## src/rtl/cheshire_reg_arb_pkg.sv

```systemverilog
// cheshire_reg_arb_pkg: shared types and constants for the register-bus round-robin arbiter
package cheshire_reg_arb_pkg;
  typedef enum logic {IDLE, BUSY} state_e;
  localparam logic [31:0] RegArbTimeoutData = 32'hBADCAB1E;
  function automatic int unsigned rr_wrap(int unsigned i, int unsigned n);
    return i % n;
  endfunction
endpackage

```

## src/rtl/reg_arb_rr_pick.sv

```systemverilog
// reg_arb_rr_pick: combinational round-robin pick, first valid index at or after the pointer
module reg_arb_rr_pick import cheshire_reg_arb_pkg::*; #(
  parameter int unsigned NumReq = 4,
  localparam int unsigned IdxWidth = $clog2(NumReq)
) (
  input  logic [NumReq-1:0]   valid,
  input  logic [IdxWidth-1:0] ptr,
  output logic [NumReq-1:0]   onehot,
  output logic [IdxWidth-1:0] idx,
  output logic                any
);
  logic [NumReq-1:0]   rot;
  logic [IdxWidth-1:0] first;
  always_comb begin
    rot   = '0;
    first = '0;
    for (int i = 0; i < NumReq; i++) rot[i] = valid[IdxWidth'(rr_wrap(i + 32'(ptr), NumReq))];
    // trailing-zero count of the rotated vector, i.e. distance from the pointer
    for (int i = NumReq - 1; i >= 0; i--) if (rot[i]) first = IdxWidth'(i);
    any    = |valid;
    idx    = IdxWidth'(rr_wrap(32'(first) + 32'(ptr), NumReq));
    onehot = any ? NumReq'(1) << idx : '0;
  end
endmodule

```

## src/rtl/cheshire_reg_rr_arbiter.sv

```systemverilog
// cheshire_reg_rr_arbiter: round-robin sharing of one reg-bus slave port with grant lock and timeout
module cheshire_reg_rr_arbiter import cheshire_reg_arb_pkg::*; #(
  parameter int unsigned NumReq        = 4,
  parameter int unsigned AddrWidth     = 48,
  parameter int unsigned DataWidth     = 32,
  parameter int unsigned TimeoutCycles = 1024,
  localparam int unsigned IdxWidth  = $clog2(NumReq),
  localparam int unsigned StrbWidth = DataWidth / 8,
  localparam int unsigned CntWidth  = TimeoutCycles > 0 ? $clog2(TimeoutCycles + 1) : 1
) (
  input  logic                          clk_i,
  input  logic                          rst_ni,
  input  logic [NumReq-1:0]             req_valid_i,
  input  logic [NumReq-1:0]             req_write_i,
  input  logic [NumReq*AddrWidth-1:0]   req_addr_i,
  input  logic [NumReq*DataWidth-1:0]   req_wdata_i,
  input  logic [NumReq*StrbWidth-1:0]   req_wstrb_i,
  output logic [NumReq-1:0]             req_ready_o,
  output logic [DataWidth-1:0]          req_rdata_o,
  output logic [NumReq-1:0]             req_error_o,
  output logic                          slv_valid_o,
  output logic                          slv_write_o,
  output logic [AddrWidth-1:0]          slv_addr_o,
  output logic [DataWidth-1:0]          slv_wdata_o,
  output logic [StrbWidth-1:0]          slv_wstrb_o,
  input  logic                          slv_ready_i,
  input  logic [DataWidth-1:0]          slv_rdata_i,
  input  logic                          slv_error_i,
  output logic [NumReq-1:0]             grant_o,
  output logic                          timeout_o
);
  localparam logic [DataWidth-1:0] TimeoutData = DataWidth'(RegArbTimeoutData);
  localparam logic [CntWidth-1:0]  CntMax      = CntWidth'(TimeoutCycles);
  localparam logic [CntWidth-1:0]  CntLast     = CntWidth'(TimeoutCycles > 0 ? TimeoutCycles - 1 : 0);
  state_e              state;
  logic [IdxWidth-1:0] win, ptr, pick_idx, next_ptr;
  logic [NumReq-1:0]   win_oh, pick_oh;
  logic [CntWidth-1:0] cnt;
  logic                pick_any, busy, win_valid, tmo, done;
  reg_arb_rr_pick #(.NumReq(NumReq)) i_pick (
    .valid  (req_valid_i),
    .ptr    (ptr),
    .onehot (pick_oh),
    .idx    (pick_idx),
    .any    (pick_any)
  );
  always_comb begin
    busy        = state == BUSY;
    win_valid   = busy & req_valid_i[win];
    // a completion in the timeout cycle wins over the forced error
    tmo         = TimeoutCycles > 0 && win_valid && cnt == CntLast && !slv_ready_i;
    slv_valid_o = win_valid & ~tmo;
    done        = slv_valid_o & slv_ready_i;
    slv_write_o = busy & req_write_i[win];
    slv_addr_o  = busy ? req_addr_i[32'(win) * AddrWidth +: AddrWidth] : '0;
    slv_wdata_o = busy ? req_wdata_i[32'(win) * DataWidth +: DataWidth] : '0;
    slv_wstrb_o = busy ? req_wstrb_i[32'(win) * StrbWidth +: StrbWidth] : '0;
    req_ready_o = (done | tmo) ? win_oh : '0;
    req_error_o = (tmo | (done & slv_error_i)) ? win_oh : '0;
    req_rdata_o = !busy ? '0 : tmo ? TimeoutData : slv_rdata_i;
    timeout_o   = tmo;
    grant_o     = busy ? win_oh : '0;
    next_ptr    = IdxWidth'(rr_wrap(32'(win) + 1, NumReq));
  end
  always_ff @(posedge clk_i or negedge rst_ni) begin
    if (!rst_ni) begin
      state  <= IDLE;
      win    <= '0;
      win_oh <= '0;
      ptr    <= '0;
      cnt    <= '0;
    end else if (!busy) begin
      if (pick_any) begin
        state  <= BUSY;
        win    <= pick_idx;
        win_oh <= pick_oh;
      end
      cnt <= '0;
    end else if (done | tmo | !win_valid) begin
      state <= IDLE;
      ptr   <= next_ptr;
      cnt   <= '0;
    end else if (cnt != CntMax) begin
      cnt <= cnt + CntWidth'(1);
    end
  end
endmodule
```

## config.mk

```make
export PLATFORM = sky130hd
export DESIGN_NAME = cheshire_reg_rr_arbiter
export DESIGN_NICKNAME = d
export VERILOG_FILES = /design/src/rtl/cheshire_reg_arb_pkg.sv /design/src/rtl/reg_arb_rr_pick.sv /design/src/rtl/cheshire_reg_rr_arbiter.sv
export SDC_FILE = /design/constraint.sdc
export NUM_CORES = 1
export LEC_CHECK = 0
export BUFFER_PORTS_ARGS = -buffer_cell sky130_fd_sc_hd__buf_2
export CAP_MARGIN = 20
export CORE_AREA = 3 3 198 200
export CTS_CLUSTER_SIZE = 20
export DETAILED_ROUTE_END_ITERATION = 7
export DIE_AREA = 0 0 201 203
export GPL_TIMING_DRIVEN = 1
export SLEW_MARGIN = 20
export SYNTH_ARGS = -nofsm -noshare
export SYNTH_HDL_FRONTEND = slang
export SYNTH_SLANG_ARGS = --single-unit
```

## constraint.sdc

```tcl
create_clock -name clk_i -period 3.01 [get_ports clk_i]
set_clock_uncertainty 0.05 [all_clocks]
set_input_delay 0.7525 -clock clk_i [delete_from_list [all_inputs] [get_ports clk_i]]
set_output_delay 0.7525 -clock clk_i [all_outputs]
set_load 0.03 [all_outputs]
```

==> metrics.csv, run 1 <==
stage;metric;value;unit
sta;layout_setup_ws;-0.0479;ns
floorplanning;core;37600;sq um
placement;placed_cells;1410;
floorplanning;start_util;11.0;%
routing;wire_per_inst;16.9;um
sta;tightest_slew;0.510;ns
min_path;hp-class;input port to async pin;
cells_and_area;final_cell_mix;469 x buf_2, 107 x and2_1, 86 x mux4_2;
yosys;synth_area;4130;sq um
yosys;synth-edff-count;0;
yosys;synthArstFlopShare;100;%
yosys;synthFlopType;dfrtp_1;
cells_and_area;ff_latch_area;510;sq um
power_and_ir_drop;ir_worst_vdd;0.347;mV
routing;drtIter0Drc;370;
yosys;syn-num-nets;791;
placement;io_buffers;510;
outcome;outcome;finished, violations left;
flow_run;maxCapViolCount;0;
sta;slew_headroom;66.0;%
sta;setup_tns;-0.411;ns
sta;setup_viol;28;
floorplanning;io_pins;511;
floorplanning;dieArea;40800;sq um
sta;finalHoldViolations;0;
setup_path;crit_type;input port to primary output;
routing;drc;0;
setup_path;ff2ff_setup_slack;0.55;ns
cts;cts_max_level;1;
sta;period_minus_slack;3.06;ns
cts;post_cts_buffers;0;
global_route;antenna_found_initial;8;
sta;finalMaxSlewViolations;0;
floorplanning;dieHeight;203;um
cts;cts_tree;built;
global_route;first_global_vias;5691;
power_and_ir_drop;leakagePower;3.74;nW
setup_path;cp.required;2.21;ns
global_route;overflow;0;
sta;rsz0062_at_grt;yes;
cells_and_area;multiInputGateArea;3530;sq um
cells_and_area;nets;1289;
cts;cts_buffer_depth;2;
sta;fmax;327;MHz
cts;root_buffer;clkbuf_16;
cells_and_area;final_common_cell;buf_2;
cts;cts_sinks;20;
cells_and_area;design_area;7760;sq um
floorplanning;row_count;71;
placement;dpl-instance-area;7370;sq um
yosys;postSynthAreaPerCell;10.1;sq um
routing;final_antenna_net_count;0;
routing;routed_wl;23.9;mm
routing;viasPerCell;3.98;
setup_path;cp.arrival;2.26;ns
cells_and_area;fin_cells;1418;
outcome;failed_checks;setup timing;
yosys;syn_inst;408;
yosys;ys_seq_elements;20;
global_route;grt_pass1_wl;34.2;mm
sta;min_period_over_period;102;%
routing;first_pass_iters;5;
cells_and_area;syn_to_final_growth;87.9;%
cells_and_area;drive_gt1_share;72.8;%
setup_path;critPathLaunchType;input port;
cells_and_area;fin_util;20.7;%
cells_and_area;filler_cell_count;4187;
placement;dp_hpwl;20.5;mm
yosys;synth_cell_types;40;
global_route;grtUsageTotal;10.7;%
cts;clk_pin_slew;0.06;ns
power_and_ir_drop;power.total;7.03;mW
setup_path;crit_path_end_kind;primary output;
routing;num_vias;5647;
setup_path;critPathMaxFanout;4;
cts;clock_latency;0.25;ns
placement;place_congestion;0.900;
placement;dp_slack;-0.135;ns
cts;cts_hold_buf;0;
global_route;grt_start_max_net_pins;75;
sta;timing.hold.ws;0.409;ns
cts;numCtsBuffers;3;
power_and_ir_drop;p_per_area;906;nW/um^2
yosys;ys_warn_count;0;
yosys;synth_seq_area_share;12.1;%
floorplanning;die_w;201;um
power by group:
part           leakage, nW  total [mW]  switching, mW  internal, mW
sequential           0.258       0.456          0.113         0.342
combinational         3.43        6.21           3.63          2.58
clock               0.0511       0.363         0.0994         0.264
worst paths after layout:
check                      cells after the start                 from                    end
setup reg to reg                               8   ptr[0]$_DFFE_PN0P_  win_oh[0]$_DFFE_PN0P_
hold / removal                                 1               rst_ni     cnt[5]$_DFFE_PN0P_
setup / recovery                               7       req_valid_i[3]         req_error_o[2]
min in group clk_i                             1  cnt[10]$_DFFE_PN0P_    cnt[10]$_DFFE_PN0P_
hold reg to reg                                1  cnt[10]$_DFFE_PN0P_    cnt[10]$_DFFE_PN0P_
max in group asynchronous                      1               rst_ni     win[0]$_DFFE_PN0P_
critical path: stages:
cell    delay, ns
buf_6        0.09
mux4_2       0.54
and3_4       0.19
and2_4       0.14
a41o_1       0.24
and2_4       0.17
buf_6        0.13
timing repair:
action                                  4_1_cts  5_1_grt
cloned                                        2        0
pin swaps                                     2        2
endpoints found under the setup margin       38       43
resized for setup                            64       13
synth_stat cells (2+ instances only):
cell type / count / area share [%]
clkbuf_1: 23 / 2.1
nand3_1: 5 / 0.61
a31oi_1: 4 / 0.61
and2_1: 110 / 17
mux4_2: 86 / 47
and3_1: 2 / 0.30
nor2_1: 64 / 5.8
a221o_1: 4 / 0.97
inv_1: 5 / 0.45
nor4_1: 3 / 0.45
xor2_1: 3 / 0.64
nand4_1: 2 / 0.30
nor3_1: 6 / 0.73
ha_1: 3 / 0.91
xnor2_1: 9 / 1.9
buf_1: 3 / 0.27
or3_1: 2 / 0.30
nand2_1: 11 / 1.0
nor2b_1: 3 / 0.45
dfrtp_1: 20 / 12
buf_2: 15 / 1.8
a21oi_1: 7 / 0.85
metal layers:
metal / global-route usage, % / up-vias / share of wire, %
met5: 0 / - / 0.14
met4: 2.26 / 4 / 1.8
met3: 3.16 / 24 / 8.6
met2: 18.1 / 317 / 49
met1: 13.6 / 2774 / 40
li1: - / 2528 / -
state kept, by name (all words and copies together), names as in the netlist:
| signal | flops |
|---|---|
| win_oh | 4 |
| win | 2 |
| ptr | 2 |
| busy | 1 |
| cnt | 11 |
kinds of logic after synthesis:
| family | after synthesis | share of synthesized area, % |
|---|---|---|
| adders and majority gates | 3 | 0.909 |
| muxes | 86 | 46.9 |
| xor gates and xnor gates | 12 | 2.54 |
| DFF | 20 | 12.1 |
| and+or+nand+nor | 215 | 28.0 |
| buffers and inverters | 47 | 4.75 |
| AOI/OAI and AO/OA | 25 | 4.79 |
layout make-up:
cell class	instances	share of cell area, %
antenna	2	0.0645
clock buffer	3	0.967
clock inverter	1	0.387
inverter	5	0.242
multi-input combinational	341	45.5
sequential	20	6.58
tap	511	8.24
timing repair buffer	535	38.0
(Power assumes the default switching activity.)
==> run 2, diff against run 1 <==
--- a/config.mk
+++ b/config.mk
@@ -12,6 +12,7 @@
 export DETAILED_ROUTE_END_ITERATION = 7
 export DIE_AREA = 0 0 201 203
 export GPL_TIMING_DRIVEN = 1
+export SETUP_SLACK_MARGIN = 0.05
 export SLEW_MARGIN = 20
 export SYNTH_ARGS = -nofsm -noshare
 export SYNTH_HDL_FRONTEND = slang
==> run 2 against run 1 <==
  * Global-route usage about the same
  * Die area unchanged
  * Sequential share of layout area about the same
  * Sequential power increased by 4%
  * Largest cell class unchanged
  * Clock power decreased by 23%
  * Critical endpoint is now req_error_o[3]
  * Core utilization decreased by 0.083 points
  * Via count about the same
  * The run still ends with setup timing left
  * Combinational power about the same
==> metrics.csv, run 2 (synthesis gave the netlist of run 1 again) <==
stage;metric;value;unit
outcome;outcome;finished, violations left;
outcome;failed_checks;setup timing;
setup_path;critPathBufInv;2;
routing;wire_per_inst;17.0;um
global_route;overflow;0;
floorplanning;row_count;71;
global_route;antenna_found_initial;6;
sta;finalMaxSlewViolations;0;
sta;tightest_slew;0.551;ns
placement;dp_slack;-0.143;ns
routing;met1_length;9.41;mm
routing;first_pass_iters;4;
setup_path;endpoint;req_error_o[3];
placement;io_buffers;510;
floorplanning;core;37600;sq um
setup_path;critPathLaunchType;input port;
setup_path;worstReg2RegStart;ptr[0]$_DFFE_PN0P_;
sta;period_minus_slack;3.08;ns
routing;drtIter0Drc;519;
cells_and_area;syn_to_final_growth;87.1;%
min_path;hp-class;input port to async pin;
cts;cts_tree;built;
routing;viasPerCell;3.99;
cts;numCtsBuffers;3;
cells_and_area;reg.largest.list;cnt (11), win_oh (4);
cts;clk_pin_slew;0.06;ns
cells_and_area;final_cell_mix;469 x buf_2, 96 x and2_1, 86 x mux4_2;
setup_path;cp.required;2.21;ns
setup_path;critPathMaxFanout;4;
sta;layout_setup_ws;-0.0695;ns
setup_path;crit_path_end_kind;primary output;
sta;setup_viol;23;
cts;root_buffer;clkbuf_16;
setup_path;slowest_delay;0.53;ns
sta;finalHoldViolations;0;
setup_path;crit_path_cell_trace;buf_6 > mux4_2 > and3_4 > and2_4 > a41o_1 > and2_4 > buf_6;
sta;fmax;325;MHz
routing;final_antenna_net_count;0;
setup_path;cp.depth;7;
cells_and_area;largest_register_ffs;11;
cts;post_cts_buffers;0;
routing;wl_met3;2.30;mm
floorplanning;dieHeight;203;um
cts;cts_max_level;1;
routing;drc;0;
cells_and_area;final_common_cell;buf_2;
setup_path;crit_type;input port to primary output;
global_route;grt_start_max_net_pins;59;
global_route;grt_pass1_wl;33.9;mm
cells_and_area;filler_cell_count;4199;
power_and_ir_drop;ir_worst_vdd;0.362;mV
cts;cts_sinks;20;
sta;timing.hold.ws;0.386;ns
sta;rsz0062_at_grt;yes;
setup_path;crit_start;req_valid_i[3];
floorplanning;io_pins;511;
floorplanning;start_util;11.0;%
setup_path;r2r-end;win_oh[0]$_DFFE_PN0P_;
setup_path;ff2ff_setup_slack;0.52;ns
setup_path;critPathSlowestCell;mux4_2;
sta;slew_headroom;63.3;%
routing;num_vias;5642;
floorplanning;dieArea;40800;sq um
cells_and_area;drive_gt1_share;73.6;%
cts;clock_latency;0.25;ns
global_route;first_global_vias;5637;
power_and_ir_drop;p_per_area;900;nW/um^2
setup_path;cp.arrival;2.28;ns
setup_path;path_delay_family;multiplexers;
routing;wl_met2;11.9;mm
sta;min_period_over_period;102;%
placement;dpl-instance-area;7370;sq um
cells_and_area;regMostFlops;cnt;
placement;place_congestion;0.867;
routing;top_layer;met5;
setup_path;rr_worst_depth;9;
power_and_ir_drop;leakagePower;3.72;nW
cells_and_area;fin_util;20.6;%
routing;routed_wl;24.1;mm
cts;cts_buffer_depth;2;
floorplanning;die_w;201;um
flow_run;maxCapViolCount;0;
cells_and_area;nets;1284;
placement;dp_hpwl;20.6;mm
cells_and_area;design_area;7730;sq um
global_route;grtUsageTotal;10.7;%
==> run 2: cell count changes in the layout (fill, tap and decap cells not counted), sizes merged <==
cell	delta
bufbuf	+1
bufinv	-1
diode	+2
clkbuf	+1
buf	-6
==> run 2: final cells by class <==
class | instances | area (sq um) | share of cell area (%)
antenna | 4 | 10.0 | 0.129
clock buffer | 4 | 78.8 | 1.02
inverter | 5 | 18.8 | 0.243
multi-input combinational | 341 | 3540 | 45.8
sequential | 20 | 509 | 6.59
tap | 511 | 639 | 8.27
timing repair buffer | 530 | 2940 | 38.0
==> run 2: timing repair <==
| item | 4_1_cts | 5_1_grt |
|---|---|---|
| resized for setup | 70 | 6 |
| pin swaps | 3 | 0 |
| endpoints found under the setup margin | 46 | 42 |
| cloned | 2 | 0 |
| hold buffers | 0 | 0 |
==> run 2: how the worst min path moves through the flow <==
stage                   startpoint                  end  slack [ns]  cells past startpoint
2_1_floorplan               rst_ni       busy$_DFF_PN0_        0.41                      0
3_3_place_gp   cnt[10]$_DFFE_PN0P_  cnt[10]$_DFFE_PN0P_        0.48                      1
3_5_place_dp   cnt[10]$_DFFE_PN0P_  cnt[10]$_DFFE_PN0P_        0.49                      1
4_1_cts                     rst_ni   cnt[0]$_DFFE_PN0P_        0.41                      1
5_1_grt                     rst_ni   cnt[2]$_DFFE_PN0P_        0.43                      1
6_report                    rst_ni   cnt[2]$_DFFE_PN0P_        0.39                      1
==> run 2: stage by stage <==
| step | power [mW] | std cells | setup TNS (ns) |
|---|---|---|---|
| after CTS | 7.04 | 1411 | -0.455 |
| after detailed placement | 6.49 | 1405 | -2.87 |
| after floorplan | 4.70 | 408 | 0 |
| final | 6.96 | 1415 | -0.573 |
| after global placement | 6.45 | 1405 | -2.75 |
| after global routing | 7.40 | 1414 | -2.02 |
==> run 2: power breakdown <==
group | internal [mW] | switching (mW) | total (mW)
clock network | 0.180 | 0.0998 | 0.280
registers | 0.342 | 0.132 | 0.473
logic | 2.58 | 3.62 | 6.21
==> run 2: worst reg2reg max path: cells and delay by family, from the launching register on <==
kind / cells / cell delay [ns]
AO/OA/AOI/OAI: 4 / 0.75
AND/OR/NAND/NOR: 3 / 0.71
flip-flops: 1 / 0.50
adder cells (fa/ha/maj): 1 / 0.23
XOR/XNOR: 1 / 0.17
==> run 2: layer usage <==
| layer | vias up | global-route usage (%) |
|---|---|---|
| li1 | 2522 | - |
| met1 | 2738 | 13.4 |
| met2 | 350 | 17.9 |
| met3 | 28 | 3.21 |
| met4 | 4 | 2.74 |
| met5 | - | 0 |
